<file path="src/rtl/mult_div_pkg.sv">
// Shared definitions for the iterative multiply/divide unit and its control unit.
package mult_div_pkg;

    // Operand width and number of iterations per operation.
    localparam int unsigned ITER = 32;

    // Exception cause code raised by the control unit on a divide-by-zero.
    localparam logic [4:0] CAUSE_DIV_ZERO = 5'h0F;

    typedef enum logic [1:0] {
        S_IDLE = 2'd0,
        S_MULT = 2'd1,
        S_DIV  = 2'd2,
        S_DONE = 2'd3
    } state_t;

endpackage

</file>
<file path="src/rtl/mult_div_if.sv">
// Operand/result bundle between the control unit (master) and the mult/div engine (slave).
interface mult_div_if #(
    parameter int unsigned WIDTH = 32
);
    logic             mult_start;
    logic             div_start;
    logic [WIDTH-1:0] a;
    logic [WIDTH-1:0] b;
    logic [WIDTH-1:0] hi;
    logic [WIDTH-1:0] lo;
    logic             ready;
    logic             busy;
    logic             div_zero;

    modport master (
        output mult_start, div_start, a, b,
        input  hi, lo, ready, busy, div_zero
    );

    modport slave (
        input  mult_start, div_start, a, b,
        output hi, lo, ready, busy, div_zero
    );
endinterface

</file>
<file path="src/rtl/div_restore_step.sv">
// One restoring-division step: shift in the next dividend bit, trial-subtract the divisor.
module div_restore_step #(
    parameter int unsigned WIDTH = 32
) (
    input  logic [WIDTH-1:0] rem_in,
    input  logic [WIDTH-1:0] divisor,
    input  logic             bit_in,
    output logic [WIDTH-1:0] rem_out,
    output logic             q_bit
);
    logic [WIDTH:0] trial;
    logic [WIDTH:0] diff;

    // Keep the difference when it is non-negative, otherwise restore the shifted remainder.
    always_comb begin
        trial   = {rem_in, bit_in};
        diff    = trial - {1'b0, divisor};
        q_bit   = ~diff[WIDTH];
        rem_out = q_bit ? diff[WIDTH-1:0] : trial[WIDTH-1:0];
    end
endmodule

</file>
<file path="src/rtl/mult_div_unit.sv">
// Iterative signed multiply (radix-2 Booth) / divide (restoring) engine feeding HI/LO.
module mult_div_unit
    import mult_div_pkg::*;
#(
    parameter int unsigned WIDTH = ITER,
    parameter int unsigned CNT_W = 6
) (
    input logic       clk,
    input logic       reset,
    mult_div_if.slave bus
);
    localparam logic [CNT_W-1:0] LAST = CNT_W'(WIDTH);

    state_t             state;
    state_t             state_nxt;
    logic [CNT_W-1:0]   cnt;
    logic [2*WIDTH:0]   acc;        // {P, multiplier/low product, q(-1)}
    logic [WIDTH-1:0]   mcand;
    logic [WIDTH-1:0]   dvs;
    logic [WIDTH-1:0]   rem;
    logic [WIDTH-1:0]   quo;
    logic [WIDTH-1:0]   hi_q;
    logic [WIDTH-1:0]   lo_q;
    logic               quo_neg;
    logic               rem_neg;
    logic               dz_q;
    logic               ready;
    logic               busy;
    logic               div_zero;
    logic               iter_done;
    logic [WIDTH:0]     booth_sum;
    logic [WIDTH-1:0]   step_rem;
    logic               step_q;

    assign iter_done    = (cnt == LAST);
    assign bus.hi       = hi_q;
    assign bus.lo       = lo_q;
    assign bus.ready    = ready;
    assign bus.busy     = busy;
    assign bus.div_zero = div_zero;

    div_restore_step #(.WIDTH(WIDTH)) u_step (
        .rem_in  (rem),
        .divisor (dvs),
        .bit_in  (quo[WIDTH-1]),
        .rem_out (step_rem),
        .q_bit   (step_q)
    );

    // FSM state register.
    always_ff @(posedge clk) begin
        if (reset) state <= S_IDLE;
        else       state <= state_nxt;
    end

    // Next-state logic and status outputs.
    always_comb begin
        state_nxt = state;
        ready     = 1'b0;
        busy      = 1'b1;
        div_zero  = 1'b0;
        case (state)
            S_IDLE: begin
                busy = 1'b0;
                if (bus.mult_start)     state_nxt = S_MULT;
                else if (bus.div_start) state_nxt = (bus.b == '0) ? S_DONE : S_DIV;
            end
            S_MULT, S_DIV: begin
                if (iter_done) state_nxt = S_DONE;
            end
            default: begin
                ready     = 1'b1;
                div_zero  = dz_q;
                state_nxt = S_IDLE;
            end
        endcase
    end

    // Booth add/subtract on P; the sum is one bit wider so that subtracting the
    // most-negative multiplicand cannot overflow before the arithmetic shift.
    always_comb begin
        booth_sum = {acc[2*WIDTH], acc[2*WIDTH:WIDTH+1]};
        case (acc[1:0])
            2'b01:   booth_sum = booth_sum + {mcand[WIDTH-1], mcand};
            2'b10:   booth_sum = booth_sum - {mcand[WIDTH-1], mcand};
            default: booth_sum = {acc[2*WIDTH], acc[2*WIDTH:WIDTH+1]};
        endcase
    end

    // Operand capture, iteration, counter and HI/LO result registers.
    always_ff @(posedge clk) begin
        if (reset) begin
            cnt     <= '0;
            acc     <= '0;
            mcand   <= '0;
            dvs     <= '0;
            rem     <= '0;
            quo     <= '0;
            hi_q    <= '0;
            lo_q    <= '0;
            quo_neg <= 1'b0;
            rem_neg <= 1'b0;
            dz_q    <= 1'b0;
        end else begin
            case (state)
                S_IDLE: begin
                    cnt  <= '0;
                    dz_q <= bus.div_start && !bus.mult_start && (bus.b == '0);
                    if (bus.mult_start) begin
                        acc   <= {{WIDTH{1'b0}}, bus.b, 1'b0};
                        mcand <= bus.a;
                    end else if (bus.div_start) begin
                        quo     <= bus.a[WIDTH-1] ? -bus.a : bus.a;
                        dvs     <= bus.b[WIDTH-1] ? -bus.b : bus.b;
                        rem     <= '0;
                        quo_neg <= bus.a[WIDTH-1] ^ bus.b[WIDTH-1];
                        rem_neg <= bus.a[WIDTH-1];
                    end
                end
                S_MULT: begin
                    if (iter_done) begin
                        hi_q <= acc[2*WIDTH:WIDTH+1];
                        lo_q <= acc[WIDTH:1];
                        cnt  <= '0;
                    end else begin
                        acc <= {booth_sum, acc[WIDTH:1]};
                        cnt <= cnt + 1'b1;
                    end
                end
                S_DIV: begin
                    if (iter_done) begin
                        lo_q <= quo_neg ? -quo : quo;
                        hi_q <= rem_neg ? -rem : rem;
                        cnt  <= '0;
                    end else begin
                        rem <= step_rem;
                        quo <= {quo[WIDTH-2:0], step_q};
                        cnt <= cnt + 1'b1;
                    end
                end
                default: begin
                    cnt <= '0;
                end
            endcase
        end
    end
endmodule
</file>
<file path="src/flat_wrapper.sv">
// flat-port wrapper written by rule: the top's interface ports become plain ports
module mult_div_unit_flat import mult_div_pkg::*;
#(
    parameter int unsigned WIDTH = ITER,
    parameter int unsigned CNT_W = 6
)
  (clk, reset, bus_mult_start, bus_div_start, bus_a, bus_b, bus_hi, bus_lo, bus_ready, bus_busy, bus_div_zero);
  mult_div_if #(.WIDTH(WIDTH)) bus_i ();
  input logic clk;
  input logic reset;
  input wire logic [$bits(bus_i.mult_start)-1:0] bus_mult_start;
  input wire logic [$bits(bus_i.div_start)-1:0] bus_div_start;
  input wire logic [$bits(bus_i.a)-1:0] bus_a;
  input wire logic [$bits(bus_i.b)-1:0] bus_b;
  output wire logic [$bits(bus_i.hi)-1:0] bus_hi;
  output wire logic [$bits(bus_i.lo)-1:0] bus_lo;
  output wire logic [$bits(bus_i.ready)-1:0] bus_ready;
  output wire logic [$bits(bus_i.busy)-1:0] bus_busy;
  output wire logic [$bits(bus_i.div_zero)-1:0] bus_div_zero;
  assign bus_i.mult_start = bus_mult_start;
  assign bus_i.div_start = bus_div_start;
  assign bus_i.a = bus_a;
  assign bus_i.b = bus_b;
  assign bus_hi = bus_i.hi;
  assign bus_lo = bus_i.lo;
  assign bus_ready = bus_i.ready;
  assign bus_busy = bus_i.busy;
  assign bus_div_zero = bus_i.div_zero;
  mult_div_unit #(.WIDTH(WIDTH), .CNT_W(CNT_W)) u_core (.clk(clk), .reset(reset), .bus(bus_i));
endmodule
</file>
<file path="config.mk">
export PLATFORM = sky130hd
export DESIGN_NAME = mult_div_unit_flat
export DESIGN_NICKNAME = d
export VERILOG_FILES = /design/src/rtl/mult_div_pkg.sv /design/src/rtl/mult_div_if.sv /design/src/rtl/div_restore_step.sv /design/src/rtl/mult_div_unit.sv /design/src/flat_wrapper.sv
export SDC_FILE = /design/constraint.sdc
export NUM_CORES = 1
export LEC_CHECK = 0
export CORE_AREA = 2 2 216 218
export CTS_BUF_LIST = sky130_fd_sc_hd__clkbuf_16
export CTS_CLUSTER_SIZE = 24
export DETAILED_ROUTE_END_ITERATION = 8
export DIE_AREA = 0 0 218 220
export GPL_TIMING_DRIVEN = 0
export SYNTH_ARGS = -nofsm -noshare
export SYNTH_HDL_FRONTEND = slang
export SYNTH_HIERARCHICAL = 1
export SYNTH_SLANG_ARGS = --single-unit
</file>
<file path="constraint.sdc">
create_clock -name clk -period 12.4 [get_ports clk]
set_input_delay 1.24 -clock clk [delete_from_list [all_inputs] [get_ports clk]]
set_output_delay 1.24 -clock clk [all_outputs]
set_load 0.1 [all_outputs]
</file>
======== Yosys cells after proc, flatten, opt, wreduce, memory -nomap -nowiden ========
Cells that the tools add are included.
storage, ports and cells
  register bits after elaboration ......... 268
cells by class
  add/subtract/negate cells ............... 8
  equality and inequality tests ........... 15
  mux-type cells .......................... 31
  bitwise gates (word level) .............. 4
  reduce and logical (&&, ||, !) cells .... 18
operators with widths
  cell                   number
  $mux W32               15
  $pmux W32 S2           4
  $mux W65               2
  $pmux W65 S2           1
  $neg A32 Y32           4
  $pmux W33 S2           1
  $add A32 B32 Y33       1
  $sub A32 B32 Y33       1
  $sub A33 B32 Y33       1
  $logic_not A32 Y1      1
  $ne A2 B2 Y1 const B   5
  $reduce_and A3 Y1      3
  $reduce_and A4 Y1      2
  $add A6 B1 Y6 const B  1
  $eq A6 B6 Y1 const B   1
  $mux W2                3
  $ne A2 B1 Y1 const B   3
  $ne A3 B3 Y1 const B   2
  $reduce_bool A2 Y1     3
  $reduce_or A3 Y1       2
  $eq A2 B1 Y1 const B   2
  $eq A2 B2 Y1 const B   2
  $mux W1                4
  $pmux W2 S2            1
  7 further kinds        11

======== Longest topological paths before layout ========
  depth in word-level cells ............... 5
  depth in mapped cells ................... 18
  gate-level depth less buffers ........... 17

======== Cells and area by module ========
Netlist, hierarchy kept.
modules (own cells, without submodules)
  module            instances  cells an instance  area an instance (um2)  sequential area each (um2)
  mult_div_unit     1          2031               15687.5                 5365.1
  div_restore_step  1          308                2306.0                  0.0

======== Worst setup path after synthesis ========
No wires, ideal clock.
  path type ............................... reg-to-reg
  start ................................... reg u_core.mcand[12]
  end ..................................... reg u_core.acc[62]
  data arrival time ....................... 3.801 ns
  slack ................................... 8.466 ns
  stages on the path, launching flop included .. 16
  buffers on the path ..................... 1
  cells stage by stage .................... dfxtp_1 or4_1 nor4_1 nand3b_1 o41ai_1 xor2_1 ha_1 clkbuf_1 a21o_1 a21o_1 a21o_1 a31o_2 a22o_1 a311oi_1 xor2_1 a211oi_1
between the ends
  longest elaborated chain between the ends .. 4
  elaborated cells on any way between the ends .. 5
RTL lines
  what                                                  line                                      RTL
  start, declared                                       mult_div_unit.sv:18                       logic [WIDTH-1:0] mcand;
  start signal, assigned                                mult_div_unit.sv:111                      mcand <= bus.a;
  $sub A32 B32 Y33 or $add A32 B32 Y33 (tied branches)  mult_div_unit.sv:85, mult_div_unit.sv:84
  $pmux W33 S2 *                                        mult_div_unit.sv:83                       case (acc[1:0])
  $mux W65 *                                            mult_div_unit.sv:121                      if (iter_done) begin
  $pmux W65 S2 *                                        mult_div_unit.sv:105                      case (state)
  end signal, assigned                                  mult_div_unit.sv:110                      acc <= {{WIDTH{1'b0}}, bus.b, 1'b0};
  end signal, assigned                                  mult_div_unit.sv:126                      acc <= {booth_sum, acc[WIDTH:1]};
  end, declared                                         mult_div_unit.sv:17                       logic [2*WIDTH:0] acc;
Mark *: on every way between the ends. The rest lies on a longest branch, timed or not. The select of a mux whose other input is x is not followed.
A chain may end at the register's enable or synchronous reset.

======== Worst setup path after layout ========
Ends and elaborated chain as after synthesis.

==> metrics.txt <==
# TYPE chip_impl_metric gauge
chip_impl_metric{name="async_reset_ff_share",unit="%"} 0
chip_impl_metric{name="cts_inserted_buffers",unit=""} 31
chip_impl_metric{name="start_util",unit="%"} 39.2
chip_impl_metric{name="first_global_vias",unit=""} 17200
chip_impl_metric{name="drt_iter0_drc",unit=""} 1815
chip_impl_info{name="hold_end",value="u_core/acc[0]$_SDFFE_PP0P_"} 1
chip_impl_metric{name="netlist_instances",unit=""} 2339
chip_impl_metric{name="cellPowerDensity",unit="nW/um2"} 181
chip_impl_metric{name="wl_per_cell",unit="um"} 21.5
chip_impl_metric{name="design.final.nets",unit=""} 2650
chip_impl_metric{name="route.detailed.vias_per_inst",unit=""} 5.88
chip_impl_info{name="timing.critical_path.cells",value="or4_1, nor4_1, nand3b_1, o41ai_1, xor2_1, ha_1, clkbuf_1, a21o_1, a21o_1, a21o_1, a31o_2, a22o_1, a311oi_1, xor2_1, a211oi_1"} 1
chip_impl_info{name="cp-startpoint",value="u_core/mcand[12]$_SDFFE_PP0P_"} 1
chip_impl_metric{name="final_util",unit="%"} 45.9
chip_impl_metric{name="highest_cell_delay_on_the_worst_timing_path",unit="ns"} 0.58
chip_impl_metric{name="clock_period_minus_final_worst_setup_slack",unit="ns"} 4.70
chip_impl_metric{name="yosysSeqAreaShare",unit="%"} 29.8
chip_impl_metric{name="grt_first_pass_wirelength",unit="um"} 102000
chip_impl_info{name="worst_r2r_startpoint",value="u_core/mcand[12]$_SDFFE_PP0P_"} 1
chip_impl_metric{name="antenna_nets_post_route",unit=""} 0
chip_impl_metric{name="footprint_of_the_multi_input_gates",unit="um2"} 11700
chip_impl_info{name="end_kind",value="flip-flop"} 1
chip_impl_info{name="critical_path.most_common_cell",value="a21o_1"} 1
chip_impl_metric{name="finalWeightedCongestion",unit=""} 0.931
chip_impl_metric{name="floorplan.core_area",unit="um2"} 45900
chip_impl_metric{name="setup_slack",unit="ns"} 7.70
chip_impl_metric{name="grt_start_max_net_pins",unit=""} 17
chip_impl_info{name="rsz_0062_raised_after_global_routing",value="no"} 1
chip_impl_metric{name="cts.repair.resized",unit=""} 0
chip_impl_metric{name="synth.net_count",unit=""} 2485
chip_impl_metric{name="power.static_leakage",unit="nW"} 7.86
chip_impl_metric{name="fmax",unit="MHz"} 213
chip_impl_metric{name="timing.final.setup_violations",unit=""} 0
chip_impl_metric{name="hold_viol",unit=""} 0
chip_impl_metric{name="final_worst_clock_skew",unit="ns"} 0.00847
chip_impl_info{name="reg2reg_to",value="u_core/acc[62]$_SDFFE_PP0P_"} 1
chip_impl_metric{name="ys_types",unit=""} 85
chip_impl_metric{name="instance_count_along_the_most_critical_hold_path",unit=""} 2
chip_impl_metric{name="nFillCells",unit=""} 4638
chip_impl_metric{name="route.detailed.drc",unit=""} 0
chip_impl_metric{name="synth_enable_flop_cells",unit=""} 0
chip_impl_metric{name="worst_slew_margin_rel",unit="%"} 33.6
chip_impl_info{name="commonest_non_fill_non_tap_cells_in_the_layout",value="300 x nand2_1, 268 x dfxtp_1, 229 x a21oi_1"} 1
chip_impl_metric{name="ios",unit=""} 135
chip_impl_info{name="run_status",value="completed"} 1
chip_impl_info{name="hp_start",value="u_core/acc[0]$_SDFFE_PP0P_"} 1
chip_impl_metric{name="yosysWarningCount",unit=""} 6
chip_impl_metric{name="die_height",unit="um"} 220
chip_impl_metric{name="reg2reg_slack",unit="ns"} 7.70
chip_impl_metric{name="place.port_buffers",unit=""} 132
chip_impl_metric{name="vdd.ir_drop.worst",unit="V"} 0.000144
chip_impl_metric{name="cp_max_fo",unit=""} 9
chip_impl_metric{name="fp.dieW",unit="um"} 218
chip_impl_metric{name="drt_first_pass_iters",unit=""} 6
chip_impl_metric{name="detailedPlace.worstSlack",unit="ns"} 7.56
chip_impl_metric{name="synth_seq_cells",unit=""} 268
chip_impl_metric{name="fp.dieArea",unit="um2"} 48000
chip_impl_info{name="kind_of_critical_path",value="flip-flop to flip-flop"} 1
chip_impl_metric{name="holdBufCountCts",unit=""} 0
chip_impl_metric{name="post_cts.repair.setup_buffers",unit=""} 0
chip_impl_metric{name="floorplan.rows",unit=""} 79
chip_impl_metric{name="layout_worst_path_cycle_share",unit="%"} 37.9
chip_impl_info{name="synthFlopType",value="dfxtp_1"} 1
chip_impl_metric{name="area_used_by_sequential_logic_in_the_layout",unit="um2"} 5370
chip_impl_metric{name="r2r.worst_path.cells",unit=""} 15
chip_impl_metric{name="global_route.usage.total",unit="%"} 27.3
chip_impl_metric{name="timing.max_cap.violations",unit=""} 0
chip_impl_metric{name="number_of_diodes_added_for_antenna_fixing",unit=""} 0
chip_impl_metric{name="areaGrowthSynthToFinish",unit="%"} 16.9
chip_impl_metric{name="synthesis.area",unit="um2"} 18000
chip_impl_metric{name="slew_viol_final",unit=""} 0
chip_impl_info{name="layout.cells.most_common",value="nand2_1"} 1
chip_impl_metric{name="cts_buffer_depth",unit=""} 3
chip_impl_metric{name="initial_antenna_violation_count",unit=""} 1
chip_impl_info{name="clk_root_buffer_cell",value="clkbuf_16"} 1
chip_impl_metric{name="grt-ovfl-total",unit=""} 0
chip_impl_metric{name="detailroute.via_count",unit=""} 18400
chip_impl_info{name="tritoncts_clock_tree",value="yes"} 1
chip_impl_info{name="critical_path.startpoint_type",value="flip-flop"} 1
chip_impl_metric{name="layout-drive-gt1-share",unit="%"} 4.55
chip_impl_metric{name="wirelength",unit="um"} 67500
chip_impl_metric{name="critPathRequiredTime",unit="ns"} 12.84
chip_impl_info{name="timing.hold.worst.class",value="flip-flop to flip-flop"} 1
chip_impl_metric{name="dpl.hpwl",unit="um"} 53800
chip_impl_metric{name="cts_sinks",unit=""} 268
chip_impl_metric{name="htree_levels",unit=""} 1
chip_impl_info{name="timing.critical_path.slowest_stage_cell",value="or4_1"} 1
chip_impl_metric{name="tns",unit="ns"} 0
chip_impl_metric{name="cts.reportedPaths.clkPinSlew",unit="ns"} 0.06
chip_impl_metric{name="worst_skew_pair.late_latency",unit="ns"} 0.60
chip_impl_metric{name="worst_pin_slew",unit="ns"} 0.990
chip_impl_metric{name="arr_time_crit_path",unit="ns"} 5.14
chip_impl_metric{name="postSynthAreaPerCell",unit="um2"} 7.69
-- cells in the mapped netlist (26+ instances only) --
master    number  area share (%)
dfxtp_1      268              30
mux2i_1       39             2.2
o21ai_0      123             3.4
nor2_1       228             4.8
o31ai_1       35             1.5
ha_1          76             5.3
mux2_4        26             2.2
a21o_1        46             1.9
nand2_1      300             6.3
xnor2_1       86             4.2
clkbuf_1     133             2.8
xor2_1       111             5.4
a211oi_1      88             3.7
a21oi_1      229             6.4
nor3_1        31            0.86
inv_1         77             1.6
nand3_1       64             1.8
-- registers in the layout (all words and copies together) (netlist names), 6 cells and up --
name	cells
u_core/acc	65
u_core/bus.hi	32
u_core/bus.lo	32
u_core/cnt	6
u_core/dvs	32
u_core/mcand	32
u_core/quo	32
u_core/rem	32
-- worst max path at each step --
| stage | end | slack [ns] |
|---|---|---|
| detailed placement | u_core/acc[64]$_SDFFE_PP0P_ | 7.56 |
| global placement | u_core/acc[64]$_SDFFE_PP0P_ | 7.67 |
| global route | u_core/acc[62]$_SDFFE_PP0P_ | 7.38 |
| floorplan | u_core/acc[62]$_SDFFE_PP0P_ | 8.47 |
| CTS | u_core/acc[55]$_SDFFE_PP0P_ | 7.76 |
| finish | u_core/acc[62]$_SDFFE_PP0P_ | 7.70 |
-- per-stage QoR --
stage | hold WS [ns] | cell area (um2) | power, mW | cells
after CTS | 0.451 | 21000 | 3.77 | 3132
after floorplan | 0.430 | 18000 | 2.33 | 2339
after global routing | 0.463 | 21000 | 4.02 | 3132
final | 0.450 | 21000 | 3.81 | 3132
after global placement | 0.443 | 20100 | 2.86 | 3078
after detailed placement | 0.446 | 20100 | 2.88 | 3078
-- final cells by class --
cell class	count	area share, %
well taps	607	3.61
repair buffers	132	6.28
clock buffers	31	3.69
flip-flops and latches	268	25.5
clock inverters	23	0.910
inverters	79	1.41
multi-input cells	1839	55.7
plain buffers	153	2.91
-- worst max-delay path, delay by kind of cell (launching register included) --
family | cells | cell delay [ns]
buffers and inverters | 1 | 0.21
adders and majority gates | 1 | 0.27
DFF | 1 | 0.37
xor gates and xnor gates | 2 | 0.51
and+or+nand+nor | 3 | 1.24
AOI/OAI and AO/OA | 8 | 1.93
-- kinds of logic (layout without fill, tap and decap cells) --
logic type	Yosys count	count (layout)	synth area share [%]
XOR/XNOR	198	198	9.68
buffers and inverters	232	418	5.05
AND/OR/NAND/NOR	775	775	19.5
flip-flops	268	268	29.8
multiplexers	67	67	4.46
AO/OA/AOI/OAI	721	721	26.0
adder cells (fa/ha/maj)	78	78	5.51
-- report_power, final --
part	switching [mW]	leakage (nW)	total [mW]	internal, mW
logic	1.20	5.19	1.81	0.613
registers	0.132	2.18	1.10	0.970
clock network	0.384	0.488	0.896	0.512
total	1.72	7.86	3.81	2.10
-- routing by layer --
metal	GRT usage, %	part of all wire [%]	up-vias
li1	-	-	8730
met1	36.9	45	8859
met2	44.3	45	697
met3	4.18	7.0	124
met4	9.23	3.5	2
met5	0	0.027	-
Note: power is estimated with default switching activity, not from simulation.
